===== config.mk =====
export PLATFORM = sky130hd
export DESIGN_NAME = alu_ctrl_seq
export DESIGN_NICKNAME = d
export VERILOG_FILES = /design/src/rtl/alu_ctrl_seq.sv
export SDC_FILE = /design/constraint.sdc
export NUM_CORES = 1
export LEC_CHECK = 0
export CAP_MARGIN = 20
export CORE_MARGIN = 2
export CORE_UTILIZATION = 43
export CTS_CLUSTER_DIAMETER = 200
export DETAILED_ROUTE_END_ITERATION = 12
export GPL_TIMING_DRIVEN = 0
export PLACE_DENSITY = 0.73
export SYNTH_ARGS = -nofsm -noshare
export SYNTH_HDL_FRONTEND = slang
export SYNTH_SLANG_ARGS = --single-unit

===== constraint.sdc =====
create_clock -name clk -period 2.3 [get_ports clk]
set_input_delay 0.23 -clock clk [delete_from_list [all_inputs] [get_ports clk]]
set_output_delay 0.23 -clock clk [all_outputs]
set_load 0.01 [all_outputs]

===== src/rtl/alu_ctrl_seq.sv =====
// ALU operation decoder for the rv32i EX stage with a valid/ready result register
// and a countdown sequencer that stalls EX while multi-cycle RV32M ops iterate.
module alu_ctrl_seq #(
    parameter int unsigned OP_W     = 5,
    parameter bit          ENABLE_M = 1'b1,
    parameter int unsigned MUL_LAT  = 2,
    parameter int unsigned DIV_LAT  = 33
) (
    input  logic            clk,
    input  logic            reset,
    input  logic            flush,
    input  logic            in_valid,
    output logic            in_ready,
    input  logic [1:0]      ALUOp,
    input  logic [6:0]      Funct7,
    input  logic [2:0]      Funct3,
    output logic            out_valid,
    input  logic            out_ready,
    output logic [OP_W-1:0] Operation,
    output logic            illegal,
    output logic            mdu_start,
    output logic            stall
);

    localparam int unsigned MAX_LAT = (MUL_LAT > DIV_LAT) ? MUL_LAT : DIV_LAT;
    localparam int unsigned CNT_W   = $clog2(MAX_LAT + 1);

    localparam logic [4:0] OP_AND  = 5'b00000;
    localparam logic [4:0] OP_OR   = 5'b00001;
    localparam logic [4:0] OP_ADD  = 5'b00010;
    localparam logic [4:0] OP_XOR  = 5'b00011;
    localparam logic [4:0] OP_SLL  = 5'b00100;
    localparam logic [4:0] OP_SRL  = 5'b00101;
    localparam logic [4:0] OP_SUB  = 5'b00110;
    localparam logic [4:0] OP_SRA  = 5'b00111;
    localparam logic [4:0] OP_BEQ  = 5'b01000;
    localparam logic [4:0] OP_BNE  = 5'b01001;
    localparam logic [4:0] OP_BGE  = 5'b01010;
    localparam logic [4:0] OP_BLT  = 5'b01011;
    localparam logic [4:0] OP_SLT  = 5'b01100;
    localparam logic [4:0] OP_BLTU = 5'b01101;
    localparam logic [4:0] OP_SLTU = 5'b01110;
    localparam logic [4:0] OP_BGEU = 5'b01111;

    localparam logic [6:0] F7_BASE = 7'b0000000;
    localparam logic [6:0] F7_ALT  = 7'b0100000;
    localparam logic [6:0] F7_MDU  = 7'b0000001;

    typedef enum logic [1:0] {
        S_IDLE   = 2'd0,
        S_BUSY   = 2'd1,
        S_RESULT = 2'd2
    } state_t;

    state_t            r_state;
    state_t            w_state_n;
    logic [OP_W-1:0]   r_op;
    logic [OP_W-1:0]   w_op_n;
    logic              r_ill;
    logic              w_ill_n;
    logic [CNT_W-1:0]  r_cnt;
    logic [CNT_W-1:0]  w_cnt_n;
    logic              r_start;
    logic              w_start_n;

    logic [4:0]        w_dec_op;
    logic              w_dec_ill;
    logic              w_dec_m;
    logic              w_dec_div;
    logic [CNT_W-1:0]  w_lat;
    logic              w_accept;

    // Funct3-indexed op shared by R-type (Funct7=0) and I-type immediates.
    function automatic logic [4:0] f_base_op(input logic [2:0] f3);
        logic [4:0] op;
        case (f3)
            3'b000:  op = OP_ADD;
            3'b001:  op = OP_SLL;
            3'b010:  op = OP_SLT;
            3'b011:  op = OP_SLTU;
            3'b100:  op = OP_XOR;
            3'b101:  op = OP_SRL;
            3'b110:  op = OP_OR;
            default: op = OP_AND;
        endcase
        return op;
    endfunction

    // Instruction field decode into a 5-bit op code.
    always_comb begin
        w_dec_op  = OP_ADD;
        w_dec_ill = 1'b0;
        w_dec_m   = 1'b0;
        w_dec_div = 1'b0;
        case (ALUOp)
            2'b00: w_dec_op = OP_ADD;
            2'b01: begin
                case (Funct3)
                    3'b000:  w_dec_op = OP_BEQ;
                    3'b001:  w_dec_op = OP_BNE;
                    3'b100:  w_dec_op = OP_BLT;
                    3'b101:  w_dec_op = OP_BGE;
                    3'b110:  w_dec_op = OP_BLTU;
                    3'b111:  w_dec_op = OP_BGEU;
                    default: w_dec_ill = 1'b1;
                endcase
            end
            2'b10: begin
                if (Funct7 == F7_BASE) begin
                    w_dec_op = f_base_op(Funct3);
                end else if (Funct7 == F7_ALT) begin
                    if (Funct3 == 3'b000) begin
                        w_dec_op = OP_SUB;
                    end else if (Funct3 == 3'b101) begin
                        w_dec_op = OP_SRA;
                    end else begin
                        w_dec_ill = 1'b1;
                    end
                end else if ((Funct7 == F7_MDU) && ENABLE_M) begin
                    w_dec_op  = {2'b10, Funct3};
                    w_dec_m   = 1'b1;
                    w_dec_div = Funct3[2];
                end else begin
                    w_dec_ill = 1'b1;
                end
            end
            default: begin
                // I-type: Funct7 only qualifies the shift immediates.
                case (Funct3)
                    3'b001: begin
                        if (Funct7 == F7_BASE) w_dec_op = OP_SLL;
                        else                   w_dec_ill = 1'b1;
                    end
                    3'b101: begin
                        if (Funct7 == F7_BASE)     w_dec_op = OP_SRL;
                        else if (Funct7 == F7_ALT) w_dec_op = OP_SRA;
                        else                       w_dec_ill = 1'b1;
                    end
                    default: w_dec_op = f_base_op(Funct3);
                endcase
            end
        endcase
        if (w_dec_ill) begin
            w_dec_op = OP_ADD;
        end
    end

    assign w_lat    = w_dec_div ? CNT_W'(DIV_LAT - 1) : CNT_W'(MUL_LAT - 1);
    assign in_ready = !flush && ((r_state == S_IDLE) || ((r_state == S_RESULT) && out_ready));
    assign w_accept = in_valid && in_ready;

    // Next-state and register-input logic.
    always_comb begin
        w_state_n = r_state;
        w_op_n    = r_op;
        w_ill_n   = r_ill;
        w_cnt_n   = r_cnt;
        w_start_n = 1'b0;
        if (flush) begin
            w_state_n = S_IDLE;
            w_cnt_n   = '0;
        end else begin
            case (r_state)
                S_BUSY: begin
                    if (r_cnt == '0) w_state_n = S_RESULT;
                    else             w_cnt_n   = r_cnt - CNT_W'(1);
                end
                S_RESULT: begin
                    if (!w_accept && out_ready) w_state_n = S_IDLE;
                end
                default: ;
            endcase
            if (w_accept) begin
                w_op_n  = OP_W'(w_dec_op);
                w_ill_n = w_dec_ill;
                if (w_dec_m) begin
                    w_state_n = S_BUSY;
                    w_cnt_n   = w_lat;
                    w_start_n = 1'b1;
                end else begin
                    w_state_n = S_RESULT;
                end
            end
        end
    end

    always_ff @(posedge clk or negedge reset) begin
        if (!reset) begin
            r_state <= S_IDLE;
            r_op    <= '0;
            r_ill   <= 1'b0;
            r_cnt   <= '0;
            r_start <= 1'b0;
        end else begin
            r_state <= w_state_n;
            r_op    <= w_op_n;
            r_ill   <= w_ill_n;
            r_cnt   <= w_cnt_n;
            r_start <= w_start_n;
        end
    end

    assign Operation = r_op;
    assign illegal   = r_ill;
    assign out_valid = (r_state == S_RESULT);
    assign mdu_start = ENABLE_M && r_start;
    assign stall     = ENABLE_M && (r_state == S_BUSY);

endmodule


# [Word-level counts from Yosys, hierarchy flattened]
# Cells that the tools add are included.
# W data, S select, Z words.
[word_totals] reg_bits=15 latchBits=0 mem_bits_rw=0 romBits=0 in_bits=17 out_inout_bits=10 elab_cells=86 memories=0
[op_classes] n_addsub=1 multipliers=0 n_div=0 order_cmp=0 n_eq_ne=15 shift=0 mux=48 bitwise_logic=1 reduce_logical=16
[ops] cell="$mux W6" n=6
[ops] cell="$pmux W4 S7" n=1
[ops] cell="$pmux W4 S6" n=1
[ops] cell="$mux W1" n=20
[ops] cell="$mux W5" n=4
[ops] cell="$pmux W4 S5" n=1
[ops] cell="$mux W3" n=5
[ops] cell="$pmux W5 S3" n=1
[ops] cell="$eq A3 B3 Y1 const B" n=4
[ops] cell="$mux W2" n=5
[ops] cell="$pmux W5 S2" n=1
[ops] cell="$ne A4 B2 Y1 const B" n=2
[ops] cell="$eq A7 B1 Y1 const B" n=1
[ops] cell="$eq A7 B6 Y1 const B" n=1
[ops] cell="$logic_not A7 Y1" n=1
[ops] cell="$eq A3 B2 Y1 const B" n=2
[ops] cell="$logic_not A6 Y1" n=1
[ops] cell="$reduce_or A6 Y1" n=1
[ops] cell="$sub A6 B1 Y6 const B" n=1
[ops] cell="$eq A2 B1 Y1 const B" n=2
[ops] cell="$eq A2 B2 Y1 const B" n=2
[ops] cell="$logic_and A1 B1 Y1" n=4
[ops] cell="$logic_not A2 Y1" n=2
[ops] cell="$pmux W2 S2" n=1
[ops] cell="other kinds (10)" n=11

# [Depth between registers and ports, before layout]
[depth] depth_word=11 ltp_mapped=7 mapped_depth_nobuf=7

# [Worst setup path before layout]
# OpenSTA, ideal clock, no wires.
[synth_timing] path_type="flip-flop to flip-flop" start="register r_cnt[0]" end="register r_state[0]" setup_ps=132 arrival_time_ps=1588 setup_slack_ps=580 stages_incl_launch_ff=8 n_path_buf=0 path_cell_list="dfrtp_1 > inv_1 > ha_1 > or4b_1 > nor3_1 > a2111oi_0 > nor2_1 > nor2_1"
[synth_between] elab_chain_len=3
[synth_lines] item="start, declared" line="61" text="logic [CNT_W-1:0] r_cnt;"
[synth_lines] item="start signal, assigned" line="198" text="r_cnt <= w_cnt_n;"
[synth_lines] item="$logic_not A6 Y1" line="165" text="if (r_cnt == '0) w_state_n = S_RESULT;"
[synth_lines] item="$ne A4 B2 Y1 (no source line)"
[synth_lines] item="$reduce_and A3 Y1 (no source line)"
[synth_lines] item="end signal, assigned" line="195" text="r_state <= w_state_n;"
[synth_lines] item="end, declared" line="55" text="state_t r_state;"
# Every way passes these cells.
# A chain may end at the register's enable or synchronous reset.

# [Final worst setup path]
# Same ends and word-level chain as after synthesis.

==> report_table.html <==
<table>
<tr><th>Metric</th><th>Value</th></tr>
<tr><th colspan="2">Final layout</th></tr>
<tr><td>Most common cell after layout, fill and taps aside</td><td>clkdlybuf4s50_1</td></tr>
<tr><td>Layout area overhead</td><td>24.9%</td></tr>
<tr><td>Top library cells by usage in the layout, fill and taps aside</td><td>22 x clkdlybuf4s50_1, 16 x nor2_1, 15 x dfrtp_1, 9 x inv_1, 9 x o21ai_0</td></tr>
<tr><td>Diodes inserted</td><td>0</td></tr>
<tr><td>Share of final-layout standard cells stronger than drive strength 1</td><td>0.0875</td></tr>
<tr><td>Fill cells</td><td>250</td></tr>
<tr><td>NumNets Final</td><td>180</td></tr>
<tr><td>Non-filler cells, final</td><td>between 150 and 200</td></tr>
<tr><th colspan="2">Placement</th></tr>
<tr><td>Cells after DPL</td><td>186</td></tr>
<tr><td>Routability cong.</td><td>around 0.9</td></tr>
<tr><td>Dpl ws</td><td>0.201 ns</td></tr>
<tr><td># port buffers</td><td>22</td></tr>
<tr><td>HPWL after DPL</td><td>about 2.0 mm</td></tr>
<tr><th colspan="2">Die</th></tr>
<tr><td>Total Die Area</td><td>roughly 3100 µm²</td></tr>
<tr><td>Die Y-Extent</td><td>55.5 µm</td></tr>
<tr><td>Core area</td><td>around 2500 µm²</td></tr>
<tr><td>Width of the chip</td><td>roughly 55 µm</td></tr>
<tr><td>Standard-cell rows</td><td>18</td></tr>
<tr><td>Initial Util</td><td>0.455</td></tr>
<tr><td>Total I/O pin count</td><td>27</td></tr>
<tr><th colspan="2">Synth</th></tr>
<tr><td>Most used flip-flop cell after synthesis</td><td>dfrtp_1</td></tr>
<tr><td>Warnings from Yosys</td><td>0</td></tr>
<tr><td>Sequential area share after synthesis</td><td>0.330</td></tr>
<tr><td>Largest cells by area after synthesis</td><td>dfrtp_1 33%, nor2_1 5.3%, o21ai_0 4.0%</td></tr>
<tr><td>Mapped Area</td><td>1140 µm²</td></tr>
<tr><td>Number of enable flip-flop cells after synthesis</td><td>0</td></tr>
<tr><td>Mean instance size in the synthesized netlist</td><td>~8.5 µm²</td></tr>
<tr><td>Post-synth top area cell</td><td>dfrtp_1</td></tr>
<tr><td>Post-synthesis cell type count</td><td>46</td></tr>
<tr><td>Net Count, Synth</td><td>between 150 and 200</td></tr>
<tr><td>Number of storage elements in the synthesis netlist</td><td>15</td></tr>
<tr><td>Fraction of registers with async set or reset after synthesis</td><td>1.00</td></tr>
<tr><td>Post-synthesis cell count</td><td>134</td></tr>
<tr><td>Yosys top cell area share</td><td>0.330</td></tr>
<tr><th colspan="2">Detailed routing</th></tr>
<tr><td>Final wirelength</td><td>about 2.6 mm</td></tr>
<tr><td>Final ANT Viol Nets</td><td>0</td></tr>
<tr><td>DRT Pass-1 Iters</td><td>4</td></tr>
<tr><td>DRC violation total after the first TritonRoute iteration</td><td>37</td></tr>
<tr><td>Detailed-route DRC error count</td><td>0</td></tr>
<tr><td>Vias/cell</td><td>about 5.8</td></tr>
<tr><td>Wirelength per Cell</td><td>13.9 µm</td></tr>
<tr><td>Total via count in the routed design</td><td>1093</td></tr>
<tr><th colspan="2">Worst hold path</th></tr>
<tr><td>Worst Hold Class</td><td>in -&gt; reg</td></tr>
<tr><td>Number of cells on the worst hold path</td><td>2</td></tr>
<tr><td>End point of the worst hold path</td><td>r_cnt[5]$_DFF_PN0_</td></tr>
<tr><td>HP Start</td><td>flush</td></tr>
<tr><th colspan="2">Setup path</th></tr>
<tr><td>Length in cells of the worst reg-to-reg path</td><td>7</td></tr>
<tr><td>Startpoint type of the worst setup path</td><td>register</td></tr>
<tr><td>Destination of the worst register-to-register timing path</td><td>r_state[0]$_DFFE_PN0P_</td></tr>
<tr><td>Required time at the worst-slack endpoint</td><td>between 2 and 2.5 ns</td></tr>
<tr><td>Data arrival, critical path</td><td>between 2 and 2.5 ns</td></tr>
<tr><td>Worst R2R Setup Slack</td><td>0.35 ns</td></tr>
<tr><td>Critical register-to-register path startpoint</td><td>r_cnt[0]$_DFF_PN0_</td></tr>
<tr><td>Largest driver fanout on the critical path</td><td>5</td></tr>
<tr><td>CP endpoint kind</td><td>register</td></tr>
<tr><td>CP Class</td><td>reg -&gt; reg</td></tr>
<tr><th colspan="2">GRT</th></tr>
<tr><td>Antenna violations before repair</td><td>0</td></tr>
<tr><td>First-pass GRT wire length</td><td>roughly 4.6 mm</td></tr>
<tr><td>Maximum number of pins on one net before global-route repair</td><td>16</td></tr>
<tr><td>Via count of the first global-routing pass</td><td>slightly above 1000</td></tr>
<tr><td>Gr ovfl total</td><td>0</td></tr>
<tr><td>Total GRT Usage</td><td>0.188</td></tr>
<tr><th colspan="2">Clock network</th></tr>
<tr><td>CTS HTree Levels</td><td>1</td></tr>
<tr><td>Clock latency on the worst-skew pair</td><td>between 0.2 and 0.3 ns</td></tr>
<tr><td>Clock Sinks</td><td>15</td></tr>
<tr><td>Cts hold-fix bufs</td><td>0</td></tr>
<tr><td>Maximum root-to-sink buffer count</td><td>2</td></tr>
<tr><td>Cells resized by post-CTS repair</td><td>0</td></tr>
<tr><td>CTS tree</td><td>yes</td></tr>
<tr><td>Buffer cell driving the clock tree root</td><td>clkbuf_4</td></tr>
<tr><td>Total clock buffers created by CTS</td><td>3</td></tr>
<tr><td>Clock edge transition at the registers on the reported setup and hold paths</td><td>about 0.090 ns</td></tr>
<tr><td>Number of setup buffers added after CTS</td><td>0</td></tr>
<tr><th colspan="2">STA</th></tr>
<tr><td>Max Fclk</td><td>~500 MHz</td></tr>
<tr><td>Final critical-path required period</td><td>approximately 2 ns</td></tr>
<tr><td>Unrepaired setup endpoints after global routing</td><td>false</td></tr>
<tr><td>Worst path setup slack after routing</td><td>between 0.3 and 0.4 ns</td></tr>
<tr><td>Final Hold Fails</td><td>0</td></tr>
<tr><td>Number of pins exceeding their max-slew limit in the final report</td><td>0</td></tr>
<tr><td>Clock Skews</td><td>between 0.0003 and 0.0004 ns</td></tr>
<tr><td>Final setup violation count</td><td>0</td></tr>
<tr><td>Part of the cycle the worst path needs</td><td>0.847</td></tr>
<tr><td>Slew at the pin closest to its max-slew limit</td><td>0.695 ns</td></tr>
<tr><td>Relative slew margins</td><td>0.535</td></tr>
<tr><td>Sum Neg Setup Slack</td><td>0 ns</td></tr>
<tr><th colspan="2">Power and ir drop</th></tr>
<tr><td>PD cells</td><td>a little under 800 nW/µm²</td></tr>
<tr><td>Maximum ir drop on the vdd rail</td><td>a little under 0.5 mV</td></tr>
<tr><td>Final Total Pwr</td><td>0.00111 W</td></tr>
<tr><td>Total leakage power</td><td>~0.6 nW</td></tr>
<tr><th colspan="2">Job</th></tr>
<tr><td>MaxCap Viol Count</td><td>0</td></tr>
<tr><th colspan="2">Status</th></tr>
<tr><td>Status</td><td>finished clean</td></tr>
</table>
-- flip-flops by register name (all words and copies together) (netlist names) --
signal,flops
r_state,2
r_cnt,6
mdu_start,1
Operation,5
illegal,1
-- cell type report --
type                    count  area, µm²  area share
repair buffers             22        220       0.155
flip-flops and latches     15        375       0.264
inverters                  10       37.5      0.0264
multi-input cells         101        654       0.460
well taps                  30       37.5      0.0264
clock buffers               4       26.3      0.0185
plain buffers               8       71.3      0.0501
-- kinds of logic after synthesis --
group	Yosys count	share of synthesized area
buffers and inverters	18	0.0956
XOR/XNOR	7	0.0538
adder cells (fa/ha/maj)	2	0.0220
AO/OA/AOI/OAI	36	0.222
AND/OR/NAND/NOR	56	0.277
flip-flops	15	0.330
-- metrics by stage --
step                hold WS [ns]  utilization  instance area (µm²)
finish                     0.174        0.569                 1420
global route               0.152        0.569                 1420
CTS                        0.160        0.569                 1420
detailed placement         0.467        0.559                 1400
global placement           0.465        0.559                 1400
floorplan                -0.0656            -                 1140
-- power breakdown --
part | switching, W | leakage, nW | internal [W] | total, W
Sequential | 0.0000621 | 0.198 | 0.000337 | 0.000399
Clock | 0.0000831 | 0.0150 | 0.0000672 | 0.000150
Combinational | 0.000276 | 0.378 | 0.000287 | 0.000562
Total | 0.000421 | 0.591 | 0.000690 | 0.00111
-- how the worst max path moves through the flow --
stage          depth (start not counted)               start                      to  slack (ns)
5_1_grt                                7  r_cnt[0]$_DFF_PN0_  r_state[0]$_DFFE_PN0P_        0.12
4_1_cts                                7  r_cnt[0]$_DFF_PN0_  r_state[0]$_DFFE_PN0P_        0.35
2_1_floorplan                          7  r_cnt[0]$_DFF_PN0_  r_state[0]$_DFFE_PN0P_        0.58
3_5_place_dp                           6           Funct7[0]  r_state[1]$_DFFE_PN0P_        0.20
6_report                               7  r_cnt[0]$_DFF_PN0_  r_state[0]$_DFFE_PN0P_        0.35
3_3_place_gp                           6           Funct7[0]  r_state[1]$_DFFE_PN0P_        0.24
-- cells in the mapped netlist (all sizes together), types with 2 or more instances --
library cell,n
a21oi,5
nand2,4
nand2b,5
o21ai,9
nor3,7
xnor2,5
nor3b,3
dfrtp,15
and2,2
nand3,2
a31oi,4
inv,10
nor4,4
xor2,2
a211oi,2
and3,3
clkbuf,6
a2111oi,3
nor2,16
buf,2
or3,3
nand3b,2
ha,2
nand4,2
-- per-layer routing --
layer	GRT usage	vias to the layer above	wire, µm
met1	0.228	510	1150
met5	0	-	0
met2	0.316	39	1340
li1	-	542	-
met3	0.0304	2	120
met4	0.0976	0	34
-- critical path, cell delays in order, from the launching register on --
cell	delay, ns
dfrtp_1	0.38
inv_1	0.11
ha_1	0.16
or4b_1	0.47
nor3_1	0.43
a2111oi_0	0.12
nor2_1	0.11
nor2_1	0.05
No activity file was read; power rests on OpenSTA's default activity.
